`src/rtl/ifu_bht_update_ctl.sv`:
```
// ifu_bht_update_ctl
//   Buffers resolved conditional-branch history updates from the EXU and
//   writes them into the IFU branch history table whenever the BHT port is
//   not taken by a fetch lookup. Back-to-back updates to the same index
//   collapse into the tail entry. Mispredicts and dropped updates are counted.
//
//   Optional build macro: BHT_UPD_BYPASS_EN
//     When defined, an update that arrives while the FIFO is empty and the
//     BHT port is free is written to the BHT in the same cycle without
//     being enqueued. When undefined, every update passes through the FIFO.
module ifu_bht_update_ctl #(
  parameter int INDEX_W = 8,
  parameter int DEPTH   = 4
) (
  input  logic               clk,
  input  logic               rst,
  input  logic               upd_valid,
  input  logic [INDEX_W-1:0] upd_index,
  input  logic [1:0]         upd_hist,
  input  logic               upd_misp,
  input  logic               bht_rd_busy,
  output logic               bht_wr_en,
  output logic [INDEX_W-1:0] bht_wr_addr,
  output logic [1:0]         bht_wr_data,
  output logic               empty,
  output logic               full,
  output logic               overflow,
  output logic [7:0]         drop_cnt,
  output logic [15:0]        misp_cnt
);

  localparam int PTR_W = $clog2(DEPTH);
  localparam int CNT_W = PTR_W + 1;

  typedef struct packed {
    logic [INDEX_W-1:0] index;
    logic [1:0]         hist;
  } entry_t;

  entry_t             mem [DEPTH];
  logic [PTR_W-1:0]   rd_ptr;
  logic [PTR_W-1:0]   wr_ptr;
  logic [PTR_W-1:0]   tail_ptr;
  logic [CNT_W-1:0]   count;

  logic               pop;
  logic               push;
  logic               coalesce;
  logic               drop;
  logic               bypass;
  entry_t             head;

  assign empty    = (count == '0);
  assign full     = (count == CNT_W'(DEPTH));
  assign tail_ptr = wr_ptr - PTR_W'(1);
  assign head     = mem[rd_ptr];

  // A fetch lookup owns the BHT port; writes only drain when it is idle.
  assign pop = ~empty & ~bht_rd_busy;

`ifdef BHT_UPD_BYPASS_EN
  assign bypass = upd_valid & empty & ~bht_rd_busy;
`else
  assign bypass = 1'b0;
`endif

  // Same index as the tail merges into it, unless the tail is the head
  // entry leaving this cycle (then the new update needs its own slot).
  assign coalesce = upd_valid & ~empty & (mem[tail_ptr].index == upd_index) &
                    ((count >= CNT_W'(2)) | ~pop);

  // A full FIFO still accepts when the head retires in the same cycle.
  assign push = upd_valid & ~bypass & ~coalesce & (~full | pop);
  assign drop = upd_valid & full & ~pop & ~coalesce;

  // BHT write port: head entry on a pop, zeros when nothing is buffered.
  always_comb begin
    // NOTE: every output of this block gets a default first so no path
    // leaves one unassigned, which would infer a latch.
    bht_wr_en   = pop;
    bht_wr_addr = '0;
    bht_wr_data = '0;
    if (!empty) begin
      bht_wr_addr = head.index;
      bht_wr_data = head.hist;
    end
`ifdef BHT_UPD_BYPASS_EN
    if (bypass) begin
      bht_wr_en   = 1'b1;
      bht_wr_addr = upd_index;
      bht_wr_data = upd_hist;
    end
`endif
  end

  // Pointers, occupancy and statistics.
  always_ff @(posedge clk) begin
    // NOTE: state uses non-blocking assignments so every register samples
    // pre-edge values, independent of statement order.
    if (rst) begin
      rd_ptr   <= '0;
      wr_ptr   <= '0;
      count    <= '0;
      overflow <= 1'b0;
      drop_cnt <= '0;
      misp_cnt <= '0;
    end else begin
      if (pop)  rd_ptr <= rd_ptr + PTR_W'(1);
      if (push) wr_ptr <= wr_ptr + PTR_W'(1);
      case ({push, pop})
        2'b10:   count <= count + CNT_W'(1);
        2'b01:   count <= count - CNT_W'(1);
        default: count <= count;
      endcase
      if (drop) begin
        overflow <= 1'b1;
        if (drop_cnt != 8'hFF) drop_cnt <= drop_cnt + 8'd1;
      end
      if (upd_valid && upd_misp && misp_cnt != 16'hFFFF)
        misp_cnt <= misp_cnt + 16'd1;
    end
  end

  // Entry storage: new entries land at wr_ptr, coalesces rewrite the tail.
  always_ff @(posedge clk) begin
    // NOTE: the storage array is not reset; count gates every read, so
    // stale contents are never observed and the array can map to plain RAM.
    if (!rst) begin
      if (push)
        mem[wr_ptr] <= '{index: upd_index, hist: upd_hist};
      else if (coalesce)
        mem[tail_ptr].hist <= upd_hist;
    end
  end

endmodule

```
`config.mk`:
```
export PLATFORM = sky130hd
export DESIGN_NAME = ifu_bht_update_ctl
export DESIGN_NICKNAME = d
export VERILOG_FILES = /design/src/rtl/ifu_bht_update_ctl.sv
export SDC_FILE = /design/constraint.sdc
export NUM_CORES = 1
export LEC_CHECK = 0
export CAP_MARGIN = 20
export CORE_MARGIN = 3
export CORE_UTILIZATION = 35
export DETAILED_ROUTE_END_ITERATION = 10
export PLACE_DENSITY_LB_ADDON = 0.2
export SLEW_MARGIN = 10
export SYNTH_ARGS = -nofsm -noshare
export SYNTH_HDL_FRONTEND = slang
export SYNTH_SLANG_ARGS = --single-unit
```
`constraint.sdc`:
```
create_clock -name clk -period 9.45 [get_ports clk]
set_clock_uncertainty 0.05 [all_clocks]
set_input_delay 1.89 -clock clk [delete_from_list [all_inputs] [get_ports clk]]
set_output_delay 1.89 -clock clk [all_outputs]
set_load 0.05 [all_outputs]
```
==> results of run 1 <==
==> synth_stat cells, drive strengths merged (9+ instances only) <==
| master | instances | share of area, % |
|---|---|---|
| edfxtp | 40 | 34 |
| dfxtp | 34 | 19 |
| nor2 | 34 | 3.7 |
| xor2 | 16 | 4.0 |
| nand3 | 15 | 2.1 |
| mux2i | 14 | 4.0 |
| nand2 | 13 | 1.4 |
| nor2b | 13 | 2.3 |
| mux4 | 12 | 7.8 |
| a21oi | 10 | 1.4 |
| xnor2 | 10 | 2.5 |
| clkbuf | 9 | 0.96 |
==> state kept, by name, indices dropped and copies added (netlist names), named ones only <==
signal and cells:
drop_cnt 8, wr_ptr 2, count 3, mem 40
misp_cnt 16, overflow 1, rd_ptr 2
==> critical path, stage by stage <==
cell and delay, ns:
clkdlybuf4s50_1 0.45, nor2_2 0.33, clkdlybuf4s50_1 0.90
==> worst max-delay path by stage <==
| stage | endpoint | from | cells past startpoint |
|---|---|---|---|
| 3_3_place_gp | bht_wr_en | bht_rd_busy | 3 |
| 4_1_cts | bht_wr_en | bht_rd_busy | 3 |
| 5_1_grt | bht_wr_en | bht_rd_busy | 3 |
| 3_5_place_dp | bht_wr_en | bht_rd_busy | 3 |
| 2_1_floorplan | bht_wr_en | bht_rd_busy | 1 |
| 6_report | bht_wr_en | bht_rd_busy | 3 |
==> cell type report <==
cell class              instances  area [um2]  share of cell area (%)
multi-input cells             205        1530                    35.3
well taps                     133         166                    3.83
repair buffers                 53         528                    12.2
inverters                       7        26.3                   0.605
clock inverters                 2        33.8                   0.778
clock buffers                  14         173                    3.98
flip-flops and latches         74        1880                    43.3
==> metal layers <==
| layer | vias up | wire length, um | share of wire [%] |
|---|---|---|---|
| met5 | - | 0 | 0 |
| met4 | 0 | 96 | 1.3 |
| met3 | 7 | 288 | 3.8 |
| met2 | 53 | 3540 | 47 |
| met1 | 1204 | 3590 | 48 |
| li1 | 1205 | - | - |
==> cell families (layout without fill, tap and decap cells) <==
group                    after synthesis  in the layout
AND/OR/NAND/NOR                      112            112
adder cells (fa/ha/maj)                3              3
multiplexers                          30             30
AO/OA/AOI/OAI                         34             34
XOR/XNOR                              26             26
buffers and inverters                 23             76
flip-flops                            74             74
==> power groups by stage <==
stage	clock [uW]	combinational [uW]	sequential, uW
after floorplan	0	271	379
after global placement	0	361	399
after detailed placement	0	364	400
after CTS	258	364	393
after global routing	274	384	396
final	251	358	392
==> cells in the final DEF, fill, tap and decap left out, drive strengths merged, types with 3 or more instances in the layout <==
| cell type | instances |
|---|---|
| edfxtp | 40 |
| dfxtp | 34 |
| and3 | 6 |
| nor2 | 34 |
| xor2 | 16 |
| and2 | 3 |
| mux4 | 12 |
| mux2 | 4 |
| o22ai | 3 |
| o21ai | 7 |
| clkbuf | 14 |
| xnor2 | 10 |
| nor2b | 13 |
| mux2i | 14 |
| nor3 | 7 |
| a21oi | 10 |
| nand3 | 15 |
| o31ai | 4 |
| nand2 | 13 |
| or3 | 7 |
| nand4 | 5 |
| clkdlybuf4s50 | 52 |
| inv | 7 |
| or4 | 3 |
==> stage by stage <==
step | cells | total power, uW | area [um2] | utilization [%] | worst slack (ns)
finish | 488 | 1000 | 4340 | 44.4 | 3.93
global route | 488 | 1050 | 4340 | 44.4 | 3.82
CTS | 488 | 1020 | 4340 | 44.4 | 3.91
detailed placement | 472 | 764 | 4140 | 42.3 | 3.93
global placement | 472 | 760 | 4140 | 42.3 | 3.93
floorplan | 302 | 650 | 3530 | - | 5.04
==> summary.md, run 1 <==
| Metric | Value |
|---|---|
| Post-Synthesis Net Count | 320 |
| Number of synthesized flops with an enable pin | 40 |
| Later-pin clock latency in the skew report | 0.34 ns |
| P_int | 640 uW |
| Post-CTS sizing | 0 |
| Reg clk slew, reported paths | 0.07 ns |
| Vias in the first global route | 2416 |
| Comb power frac | 35.8% |
| Post-synthesis sequential area ratio | 53.3% |
| Pre-antenna DRT Iters | 4 |
| FF-to-FF Start | wr_ptr[1] |
| R2r worst-path depth | 9 |
| Hold Fails Final Rpt | 0 |
| GR Layer Usage met3 | 4.01% |
| Crit path DAT | 3.58 ns |
| Die width | 106 um |
| Slew margin rel. | 38.6% |
| # setup viols final | 0 |
| First-pass GRT wire length | 12300 um |
| Worst hold endpoint | overflow |
| TritonCTS clock tree | built |
| Syn Area/Cell | 11.7 um2 |
| Remaining antenna violation count | 0 |
| Vias per inst | 5.06 |
| I/O Buffers | 52 |
| Status | completed |
| Fin crit share | 58.4% |
| Fill cells | 981 |
| Adder-cell share of the synthesized area | 1.28% |
| GRT met1 Usage | 18.4% |
| Cts bufs inserted | 9 |
| DP Wirelength | 5170 um |
| Drt wl/cell | 15.4 um |
| Hold Crit Start | overflow |
| Layout area overhead | 23.1% |
| CTS Hold Buffers Added | 0 |
| Gr ovfl total | 0 |
| Pin count of the biggest net entering global routing | 40 |
| Sw Ratio | 36.1% |
| Die ar. | 11300 um2 |
| Final GP Congestion | 0.743 |
| Root buffer cell | clkbuf_8 |
| # clock sinks | 74 |
| Total wire length | 7510 um |
| Minimum clock period | 5.52 ns |
| Initial Util | 36.1% |
| Sequential power share | 39.2% |
| Vias | 2469 |
| Critical Path Fanout Max | 8 |
| Share of layout cells above drive strength 1 | 9.86% |
| Post-Syn Instances | 302 |
| Crit. End Element | output port |
| Die Y-Extent | 106 um |
| Post-route DRC | 0 |
| Clock share of power | 25.1% |
| Initial antenna violation count | 0 |
| Post-Synth Simple-Gate Area | 16.1% |
| Min Hold Slack | 0.435 ns |
| Main combinational cell family by area after synthesis | simple AND/OR/NAND/NOR gates |
| WP data required | 7.51 ns |
| Actual slew at the worst max-slew pin | 0.919 ns |
| Global Route Usage Sum | 14.1% |
| Most used DFF post-synth | edfxtp_1 |
| Multiplexer share of the synthesized area | 13.0% |
| Lkg Pwr | 0.00143 uW |
| DR iter-0 viols | 105 |
| Reg2Reg Setup Slack | 5.52 ns |
| Ports | 53 |
| Max Slew Vio Count | 0 |
| RSZ-0062 raised after global routing | false |
| Grt peak-use layer | met2 |
| Setup TNS | 0 ns |
| Core Box Area | 9770 um2 |
| CTS H-tree lvls | 3 |
| FFs w/ async S/R, synth | 0% |
| Post-synthesis xor/xnor area fraction | 6.45% |
| Netlist cell types | 47 |
| Crit path launch type | primary input |
| Final nets | 368 |
| Yosys reg bits | 74 |
| Hold Path Stages | 2 |
| YS warnings | 0 |
| Clk buf depth | 2 |
| Peak VDD IR | 0.000112 V |
| R2R Path End | count[2] |
| Ant diodes | 0 |
| Highest clock rate | 181 MHz |
| Site row count | 36 |
| CP Class | in2out |
| P_sw | 361 uW |
| Compound-Gate Fraction of Synth Area | 6.31% |
| Hold Path Class | reg2reg |
| Mapped Area | 3530 um2 |
| Pwr per Cell Area | 230 nW/um2 |
| Met2 Usage GRT | 22.4% |
| Postcts setup bufs | 0 |
| Max Cap Viol | 0 |
Power figures use the tool's default switching activity.
==> inputs of run 2 (changes only) <==
clock period = 5.15 ns   (was 9.45 ns; I/O delays follow)
==> run 2 against run 1 <==
Net effect: register-to-register slack worse by 4.1 ns; sequential power up 84%; largest cell class unchanged; clock-buffer cell count fell by 1; total power increased by 84%; largest power group unchanged; worst setup slack lost 2.6 ns.
==> summary.md, run 2 (synthesized netlist as in run 1, its figures left out) <==
| Metric | Value |
|---|---|
| Slowest cell delay on critical path | 0.91 ns (about the same) |
| Vias in the first global route | 2340 (-3.1%) |
| Final nets | 371 (+0.82%) |
| Lkg Pwr | 0.00145 uW (+1.5%) |
| Layout area overhead | 23.7% |
| Reg area | 1880 um2 (unchanged) |
| I/O Buffers | 52 (unchanged) |
| Peak VDD IR | 0.000220 V (+96%) |
| Max Slew Vio Count | 0 (unchanged) |
| Crit-path cells | clkdlybuf4s50_1 > nor2_2 > clkdlybuf4s50_1 |
| TritonCTS clock tree | built |
| Die width | 106 um (unchanged) |
| Fin crit share | 74.6% |
| WP data required | 4.07 ns (-3.44 ns) |
| CP max-delay cell | clkdlybuf4s50_1 |
| Hold Fails Final Rpt | 0 (unchanged) |
| Final GP Congestion | 0.718 (-3.3%) |
| Critical path's top delay family | buffers and inverters |
| Fill cells | 975 (-0.61%) |
| CTS H-tree lvls | 3 (unchanged) |
| Multi-input logic area | 1530 um2 (-0.33%) |
| Worst path buffer plus inverter count | 2 (unchanged) |
| Max Cap Viol | 0 (unchanged) |
| Later-pin clock latency in the skew report | 0.35 ns (about the same) |
| Core Box Area | 9770 um2 (unchanged) |
| Share of layout cells above drive strength 1 | 10.9% (+1.0 points) |
| DP Wirelength | 5190 um (+0.26%) |
| Slew margin rel. | 36.4% (-2.2 points) |
| Root buffer cell | clkbuf_8 |
| RSZ-0062 raised after global routing | false |
| Crit path DAT | 2.76 ns (-0.82 ns) |
| Global Route Usage Sum | 14.1% (about the same) |
| First-pass GRT wire length | 12300 um (+0.62%) |
| Status | completed |
| Most common cell on crit path | clkdlybuf4s50_1 |
| Crit. End Element | output port |
| Vias | 2503 (+1.4%) |
| Die ar. | 11300 um2 (unchanged) |
| Minimum clock period | 3.84 ns |
| Postcts setup bufs | 0 (unchanged) |
| Crit path launch type | primary input |
| CP Class | in2out |
| Initial Util | 36.1% (unchanged) |
| DR iter-0 viols | 155 (+48%) |
| CTS Hold Buffers Added | 0 (unchanged) |
| Gr ovfl total | 0 (unchanged) |
| Total wire length | 7660 um (+2.0%) |
| Most frequent cells in the layout | clkdlybuf4s50_1 (52), edfxtp_1 (40), dfxtp_1 (34) |
| Actual slew at the worst max-slew pin | 0.948 ns (+0.0288 ns) |
| # setup viols final | 0 (unchanged) |
| Ports | 53 (unchanged) |
| Ant diodes | 0 (unchanged) |
| Post-CTS sizing | 0 (unchanged) |
| Largest regs | mem: 40 flops, misp_cnt: 16 flops, drop_cnt: 8 flops |
| # clock sinks | 74 (unchanged) |
| Site row count | 36 (unchanged) |
| Most flop-heavy register | mem |
| Pre-antenna DRT Iters | 6 (+2) |
| Pwr per Cell Area | 422 nW/um2 (+83%) |
| Initial antenna violation count | 0 (unchanged) |
| Critical Path Fanout Max | 8 (unchanged) |
| Remaining antenna violation count | 0 (unchanged) |
| Post-Place Cells | 475 (+0.64%) |
| Clk buf depth | 2 (unchanged) |
| Most common cell after layout, fill and taps aside | clkdlybuf4s50_1 |
| Fin cells | 491 (+0.61%) |
| Highest clock rate | 260 MHz |
| Vias per inst | 5.10 (+0.76%) |
| Die Y-Extent | 106 um (unchanged) |
| Pin count of the biggest net entering global routing | 40 (unchanged) |
| Cts bufs inserted | 9 (unchanged) |
| Post-route DRC | 0 (unchanged) |
| Drt wl/cell | 15.6 um (+1.3%) |
| Reg clk slew, reported paths | 0.07 ns (about the same) |
| Hold Path Class | reg2reg |
| Setup TNS | 0 ns (unchanged) |
| Max reg flops | 40 (unchanged) |
==> run 2: final timing paths <==
path / from / to / slack, ns / cells after the start
max: bht_rd_busy / bht_wr_en / 1.31 / 3
min: overflow / overflow / 0.46 / 2
max reg2reg: wr_ptr[1] / count[2] / 1.41 / 9
min reg2reg: overflow / overflow / 0.46 / 2
==> run 2: area by class of cell <==
type	instances	area share [%]
Tap cell	133	3.81
Inverter	7	0.602
Clock buffer	13	4.39
Clock inverter	3	0.430
Multi-Input combinational cell	205	35.0
Timing Repair Buffer	56	12.6
Sequential cell	74	43.1
==> run 2: power breakdown <==
group,internal [uW],switching (uW)
logic,253,407
clock network,247,215
registers,659,60.9
total,1160,683
==> run 2: metal layers <==
layer / track usage, % / vias to the layer above / part of all wire (%)
met3: 2.98 / 9 / 4.0
li1: - / 1209 / -
met1: 19.7 / 1225 / 48
met5: 0 / - / 0
met2: 21.1 / 60 / 46
met4: 6.11 / 0 / 1.8
==> run 2: worst register-to-register path: stages (launching register included) <==
cell,delay [ns]
dfxtp_1,0.92
mux2i_1,0.35
o22ai_1,0.11
o41ai_1,0.53
a31o_2,0.47
nand2_1,0.13
fa_1,0.41
nor4_1,0.27
a2bb2oi_1,0.11
mux2_2,0.27
==> run 2: per-stage QoR <==
stage	area (um2)	setup WS, ns	power (uW)	util, %	hold slack (ns)
after floorplan	3530	1.84	1190	-	0.435
after global placement	4150	1.07	1400	42.5	0.423
after detailed placement	4150	1.00	1410	42.5	0.427
after CTS	4360	1.30	1860	44.6	0.450
after global routing	4360	1.04	1930	44.6	0.487
final	4360	1.31	1840	44.6	0.455
